--- src/rtl/sm_trigger_arbiter.sv ---
// Round-robin arbiter that grants a shared 4-state sequencer to one client at a time,
// fires its start pulse, follows it to DONE and aborts it through a watchdog if it stalls.
module sm_trigger_arbiter #(
    parameter int NUM_REQ = 4,
    parameter int TIMEOUT = 15,
    parameter int ID_W    = 2
) (
    input  logic               clk,
    input  logic               rst,
    input  logic [NUM_REQ-1:0] req,
    input  logic [1:0]         sm_state,
    output logic               trigger,
    output logic [NUM_REQ-1:0] gnt,
    output logic [ID_W-1:0]    grant_id,
    output logic [NUM_REQ-1:0] done,
    output logic               busy,
    output logic               timeout_err
);

    localparam int         CNT_W   = $clog2(TIMEOUT + 1);
    localparam logic [1:0] SM_IDLE = 2'd0;
    localparam logic [1:0] SM_DONE = 2'd3;

    typedef enum logic [1:0] {
        A_IDLE  = 2'd0,
        A_FIRE  = 2'd1,
        A_TRACK = 2'd2,
        A_DONE  = 2'd3
    } state_t;

    state_t             r_state;
    logic [ID_W-1:0]    r_last;
    logic [CNT_W-1:0]   r_cnt;
    logic               r_trigger;
    logic [NUM_REQ-1:0] r_gnt;
    logic [ID_W-1:0]    r_grant_id;
    logic [NUM_REQ-1:0] r_done;
    logic               r_busy;
    logic               r_timeout_err;

    logic [ID_W-1:0]    w_sel_id;
    logic [NUM_REQ-1:0] w_sel_oh;
    logic               w_launch;

    // Client index reached by stepping 'off' places past 'base', modulo NUM_REQ.
    function automatic logic [ID_W-1:0] wrap_idx(input logic [ID_W-1:0] base, input int off);
        int sum;
        sum = (int'(base) + off) % NUM_REQ;
        return ID_W'(sum);
    endfunction

    // Pick the first requester after the last winner; scanning backwards lets the nearest one win.
    always_comb begin
        w_sel_id = '0;
        for (int i = NUM_REQ; i >= 1; i--) begin
            w_sel_id = req[wrap_idx(r_last, i)] ? wrap_idx(r_last, i) : w_sel_id;
        end
        w_sel_oh = {{(NUM_REQ-1){1'b0}}, 1'b1} << w_sel_id;
        w_launch = (|req) && (sm_state == SM_IDLE);
    end

    // Arbitration / sequencing FSM with all outputs registered.
    always_ff @(posedge clk) begin
        if (!rst) begin
            r_state       <= A_IDLE;
            r_last        <= ID_W'(NUM_REQ - 1);
            r_cnt         <= '0;
            r_trigger     <= 1'b0;
            r_gnt         <= '0;
            r_grant_id    <= '0;
            r_done        <= '0;
            r_busy        <= 1'b0;
            r_timeout_err <= 1'b0;
        end else begin
            case (r_state)
                A_IDLE: begin
                    r_done        <= '0;
                    r_timeout_err <= 1'b0;
                    if (w_launch) begin
                        r_gnt      <= w_sel_oh;
                        r_grant_id <= w_sel_id;
                        r_last     <= w_sel_id;
                        r_trigger  <= 1'b1;
                        r_busy     <= 1'b1;
                        r_state    <= A_FIRE;
                    end else begin
                        r_trigger <= 1'b0;
                    end
                end
                A_FIRE: begin
                    r_trigger <= 1'b0;
                    r_cnt     <= '0;
                    r_state   <= A_TRACK;
                end
                A_TRACK: begin
                    r_cnt <= r_cnt + CNT_W'(1);
                    // Completion wins over the watchdog when both land on the same cycle.
                    if (sm_state == SM_DONE) begin
                        r_done  <= r_gnt;
                        r_state <= A_DONE;
                    end else if (r_cnt == CNT_W'(TIMEOUT - 1)) begin
                        r_timeout_err <= 1'b1;
                        r_gnt         <= '0;
                        r_busy        <= 1'b0;
                        r_state       <= A_IDLE;
                    end else begin
                        r_state <= A_TRACK;
                    end
                end
                A_DONE: begin
                    r_done  <= '0;
                    r_gnt   <= '0;
                    r_busy  <= 1'b0;
                    r_state <= A_IDLE;
                end
                default: begin
                    r_state   <= A_IDLE;
                    r_trigger <= 1'b0;
                    r_gnt     <= '0;
                    r_done    <= '0;
                    r_busy    <= 1'b0;
                end
            endcase
        end
    end

    assign trigger     = r_trigger;
    assign gnt         = r_gnt;
    assign grant_id    = r_grant_id;
    assign done        = r_done;
    assign busy        = r_busy;
    assign timeout_err = r_timeout_err;

endmodule

--- config.mk ---
export PLATFORM = sky130hd
export DESIGN_NAME = sm_trigger_arbiter
export DESIGN_NICKNAME = d
export VERILOG_FILES = /design/src/rtl/sm_trigger_arbiter.sv
export SDC_FILE = /design/constraint.sdc
export NUM_CORES = 1
export LEC_CHECK = 0
export ABC_AREA = 1
export BUFFER_PORTS_ARGS = -buffer_cell sky130_fd_sc_hd__buf_2
export CAP_MARGIN = 20
export CORE_UTILIZATION = 45
export CTS_CLUSTER_SIZE = 25
export DETAILED_ROUTE_END_ITERATION = 16
export PLACE_DENSITY = 0.64
export SYNTH_ARGS = -nofsm -noshare
export SYNTH_HDL_FRONTEND = slang
export SYNTH_SLANG_ARGS = --single-unit
--- constraint.sdc ---
create_clock -name clk -period 5 [get_ports clk]
set_clock_uncertainty 0.15 [all_clocks]
set_input_delay 0.5 -clock clk [delete_from_list [all_inputs] [get_ports clk]]
set_output_delay 0.5 -clock clk [all_outputs]
set_load 0.02 [all_outputs]
# Word level (Yosys, flattened, before mapping)
# Cells that the tools add are included.
[word_totals] regBits=21 out_inout_bits=13
[classes] reduce_logical=14 eq_ne=9 magnitude_cmp=4 add_sub_neg=5 shifts=1 muxes=32
[op_table] op="$mux 4" count=4
[op_table] op="$pmux 4 s2" count=2
[op_table] op="$mux 2" count=7
[op_table] op="$lt 2x3->1 const B" count=4
[op_table] op="$pmux 4 s3" count=1
[op_table] op="$mux 1" count=10
[op_table] op="$bmux 1 s2" count=4
[op_table] op="$ne 2x2->1 const B" count=4
[op_table] op="$pmux 2 s4" count=1
[op_table] op="$reduce_bool 2->1" count=4
[op_table] op="$eq 2x2->1 const B" count=3
[op_table] op="$add 2x1->2 const B" count=2
[op_table] op="$add 2x2->2 const B" count=2
[op_table] op="$add 4x1->4 const B" count=1
[op_table] op="$eq 4x4->1 const B" count=1
[op_table] op="$logic_not 2->1" count=2
[op_table] op="$pmux 1 s2" count=2
[op_table] op="$reduce_and 2->1" count=2
[op_table] op="$reduce_and 4->1" count=1
[op_table] op="$reduce_or 4->1" count=1
[op_table] op="$shl 1x2->4 const A" count=1
[op_table] op="$pmux 1 s3" count=1
[op_table] op="$reduce_and 3->1" count=1
[op_table] op="$reduce_bool 3->1" count=1
[op_table] op="3 further kinds" count=3

# Depth between registers and ports, before layout
[logic_depth] word_depth=10 depth_mapped=13 mapped_depth_nobuf=13

# Least setup slack after synthesis
# No wires, ideal clock.
[synth_timing] path_type="reg-to-reg" start="register r_state[0]" end="register r_gnt[2], in the netlist gnt[2]" arrival_ps=1409 setup_time_ps=64 synth_period_minus_slack_ps=1623 path_slack_ps=3377 n_path_buf=0 path_stages_with_launch=10 t_required_ps=4786 path_cell_list="dfxtp_1 -> inv_1 -> ha_1 -> nand2_1 -> nand3_2 -> nor2_8 -> nand3_1 -> nor2_1 -> nor2_1 -> nor2_1"
[synth_via] elab_chain_len=3
[synth_rtl] element="start: declaration" line="31" source="state_t r_state;"
[synth_rtl] element="start signal: assignment" line="65" source="r_state <= A_IDLE;"
[synth_rtl] element="start signal: assignment" line="85" source="r_state <= A_FIRE;"
[synth_rtl] element="start signal: assignment" line="93" source="r_state <= A_TRACK;"
[synth_rtl] element="$eq 2x2->1 / $logic_not 2->1 (equally long branches)" line="75" source="case (r_state)"
[synth_rtl] element="$ne 2x2->1 (no source line) / $reduce_bool 3->1 (equally long branches)"
[synth_rtl] element="$reduce_and 4->1 (no source line)"
[synth_rtl] element="end signal: assignment" line="80" source="r_gnt <= w_sel_oh;"
[synth_rtl] element="end: declaration" line="35" source="logic [NUM_REQ-1:0] r_gnt;"
# Parallel ways exist; a longest one is shown, timed or not.
# A chain may end at the register's enable or synchronous reset.

# Final worst setup path
# Ends and elaborated chain as after synthesis.

==> results.txt <==
* Hold-fix buffers at CTS: 0
- Clock latency on the worst-skew pair: about 300 ps
* P&R area growth vs syn: 11.9%
- Static timing analysis puts the maximum clock frequency at between 500 and 600 MHz.
- The count of buffers added on input and output ports is 20.
* Antenna violations before repair: 0
- Mapped Avg Cell Area: 6.95 um2
- In the synthesized netlist the async set-or-reset flop fraction comes to 0%.
- Syn Inst Count: 173
* Cell type with the highest aggregate area in the netlist: dfxtp_1
* Arr. time, crit path: between 2000 and 2500 ps
* Static leakage: about 0.70 nW
- The layer flagged by global routing as most heavily used is met2.
- Summing every instance area after synthesis gives ~1200 um2.
- The critical path is of the reg2reg type.
* Total Nets Final: 211
- Final max-slew violation count: 0
- Total via count in the routed design: about 1100
- Measured against its own limit, the worst slew margin works out to between 60% and 70%.
- Power Dens Cells: 408 nW/um2
- Routed wire length: roughly 2.5 mm
- Ranked by total cell area, the synthesized netlist is headed by dfxtp_1, nand2_1, inv_1.
- Final worst-path setup slack: 3060 ps
- Area share of the largest cell type after synthesis: a little over a third
* Pin count of the biggest net entering global routing: 16
- Setup bufs post-CTS: 0
- After the first detailed-routing iteration, the DRC count stood at 22.
- Detailed placement ended at an HPWL of roughly 2 mm.
- GR Util met1: between 20% and 30%
- The worst path uses between 30% and 40% of the clock period.
* Core box area: between 2000 and 2500 um2
- Dominant cell by count in the synthesized netlist: nand2_1
* Number of hold violations in the final report: 0
- Via count of the first global-routing pass: just under 1000
* Die span in y: approximately 54 um
- Most used DFF post-synth: dfxtp_1
- Deepest level of the CTS H-tree: 1
* Cell at the root of the clock tree: clkbuf_4
- The worst hold path belongs to the class in2reg.
* Required time worst endpoint: roughly 5000 ps
* CTS tree: done
- Of all nets on the critical path, the largest fanout is 7.
* Element type at the critical path start: flop
- In the routed design, unresolved DRC markers number 0.
- In the final timing run, aggregate negative setup slack is 0 ps.
* Final estimated routing congestion in global placement: ~0.9
- Dividing the detail-routed via count by the number of cells gives 4.97.
* Die Width: 53.7 um
- After synthesis, flip-flops and latches occupy about a third of the total area.
* # setup viols final: 0
- After filler insertion, the fill cell instance count of the layout stands at roughly 260.
- For the finished layout, the period the worst path requires is between 1500 and 2000 ps.
* # Max-Cap Violations: 0
- Clock tree synthesis inserted a total of 3 buffers.
- GRT Overall Usage: 19.6%
* Clk pin slew, worst setup/hold paths: 120 ps
* I/O pin count: 21
- Share of final-layout standard cells stronger than drive strength 1: between 10% and 20%
- Type of element capturing the critical path: flop
* Starting utilization of the core area: 48.1%
- Global routing finished with a remaining overflow of 0.
- Number of enable flip-flop cells after synthesis: 0
- Met3 capacity usage during global routing: around 5.4%
- Counting flops and latches in the post-synthesis netlist gives 21.
* Number of detailed-routing iterations run before antenna repair: 4
- In this run, distinct cell masters in the synthesized netlist total 25.
- Outcome: finished clean
- Setup repair after global routing missed its margin: false
- Final hold slack: 307 ps
- Resize count post-CTS: 0
- The clock net in this run drives a total of 21 sinks.
* Final Total Pwr: around 0.00055 W
- Count of synthesis-stage warnings from yosys: 0
- Final ANT Viol Nets: 0
- The first global-routing pass estimated 4.09 mm of wire.
* Grt met2 use: 34.6%
- Syn nets: 188
- Site row count: 18
- Slew at the pin closest to its max-slew limit: approximately 460 ps
* CTS max path bufs: 2
- The die covers 2880 um2.
- In the synthesized netlist, the cells that appear most often are nand2_1, inv_1, dfxtp_1.
* Count of inserted antenna diode cells: 0
- In the final routed layout, each cell accounts on average for approximately 11 um.
* Worst Setup Slack post-DPL: roughly 3000 ps
- VDD sags by at most around 0.00028 V.
registers in the layout (all words and copies together), names as in the netlist:
name,count
done,4
gnt,4
r_cnt,4
grant_id,2
r_last,2
r_state,2
busy,1
timeout_err,1
trigger,1
final cells by class:
type	instances	area, um2	share of cell area, %
multi-input cells	125	666	49.5
flip-flops and latches	21	420	31.3
repair buffers	20	100	7.44
inverters	25	93.8	6.98
well taps	30	37.5	2.79
clock buffers	3	22.5	1.67
clock inverters	1	5.00	0.372
power by group:
part | leakage (nW) | switching [W] | internal, W
logic | 0.511 | 0.000168 | 0.0000846
registers | 0.171 | 0.0000219 | 0.000191
clock network | 0.0177 | 0.0000535 | 0.0000298
total | 0.699 | 0.000244 | 0.000306
per-stage QoR:
step | area [um2] | utilization, % | cells
2_1_floorplan | 1200 | - | 173
3_3_place_gp | 1320 | 52.7 | 221
3_5_place_dp | 1320 | 52.7 | 221
4_1_cts | 1350 | 53.8 | 225
5_1_grt | 1350 | 53.8 | 225
6_report | 1350 | 53.8 | 225
logic make-up after synthesis:
logic type	after synthesis	synth area share [%]
AO/OA/AOI/OAI	28	14.2
buffers and inverters	27	9.68
XOR/XNOR	1	1.35
AND/OR/NAND/NOR	89	32.6
flip-flops	21	35.0
adder cells (fa/ha/maj)	7	7.28
critical path, cell delays in order, from the launching register on:
cell	delay (ps)
dfxtp_1	450
inv_1	100
ha_1	290
nand2_1	130
nand3_2	220
nor2_8	170
nand3_1	130
nor2_1	140
nor2_1	50
nor2_1	70
final timing paths:
check / end / startpoint / slack [ps] / depth (start not counted)
min reg2reg: done[1] / done[1] / 320 / 2
min: r_last[0] / rst / 310 / 2
max: gnt[2] / r_state[0] / 3060 / 9
max reg2reg: gnt[2] / r_state[0] / 3060 / 9
layer usage:
metal	wire length [um]	part of all wire (%)
met1	1160	47
met2	1220	49
met3	86	3.5
met4	15	0.61
met5	0	0
cell usage in the layout, fill, tap and decap left out:
master and instances:
clkinv_2 1, a21oi_2 1, nor3_1 2, nand2_4 1
a2111oi_0 1, nand4_1 2, and3_1 2, ha_1 7
a2bb2oi_1 1, clkbuf_4 3, xnor2_2 1, nor2_1 17
nand3_2 1, nor2_8 1, nand2_1 54, o211ai_1 2
a21oi_1 16, nand3_1 6, o221ai_1 1, inv_1 25
buf_2 20, a311oi_1 1, dfxtp_1 21, a211oi_1 1
o21ai_0 3, nand2_2 3, o21ai_2 1
Power figures use the tool's default switching activity.
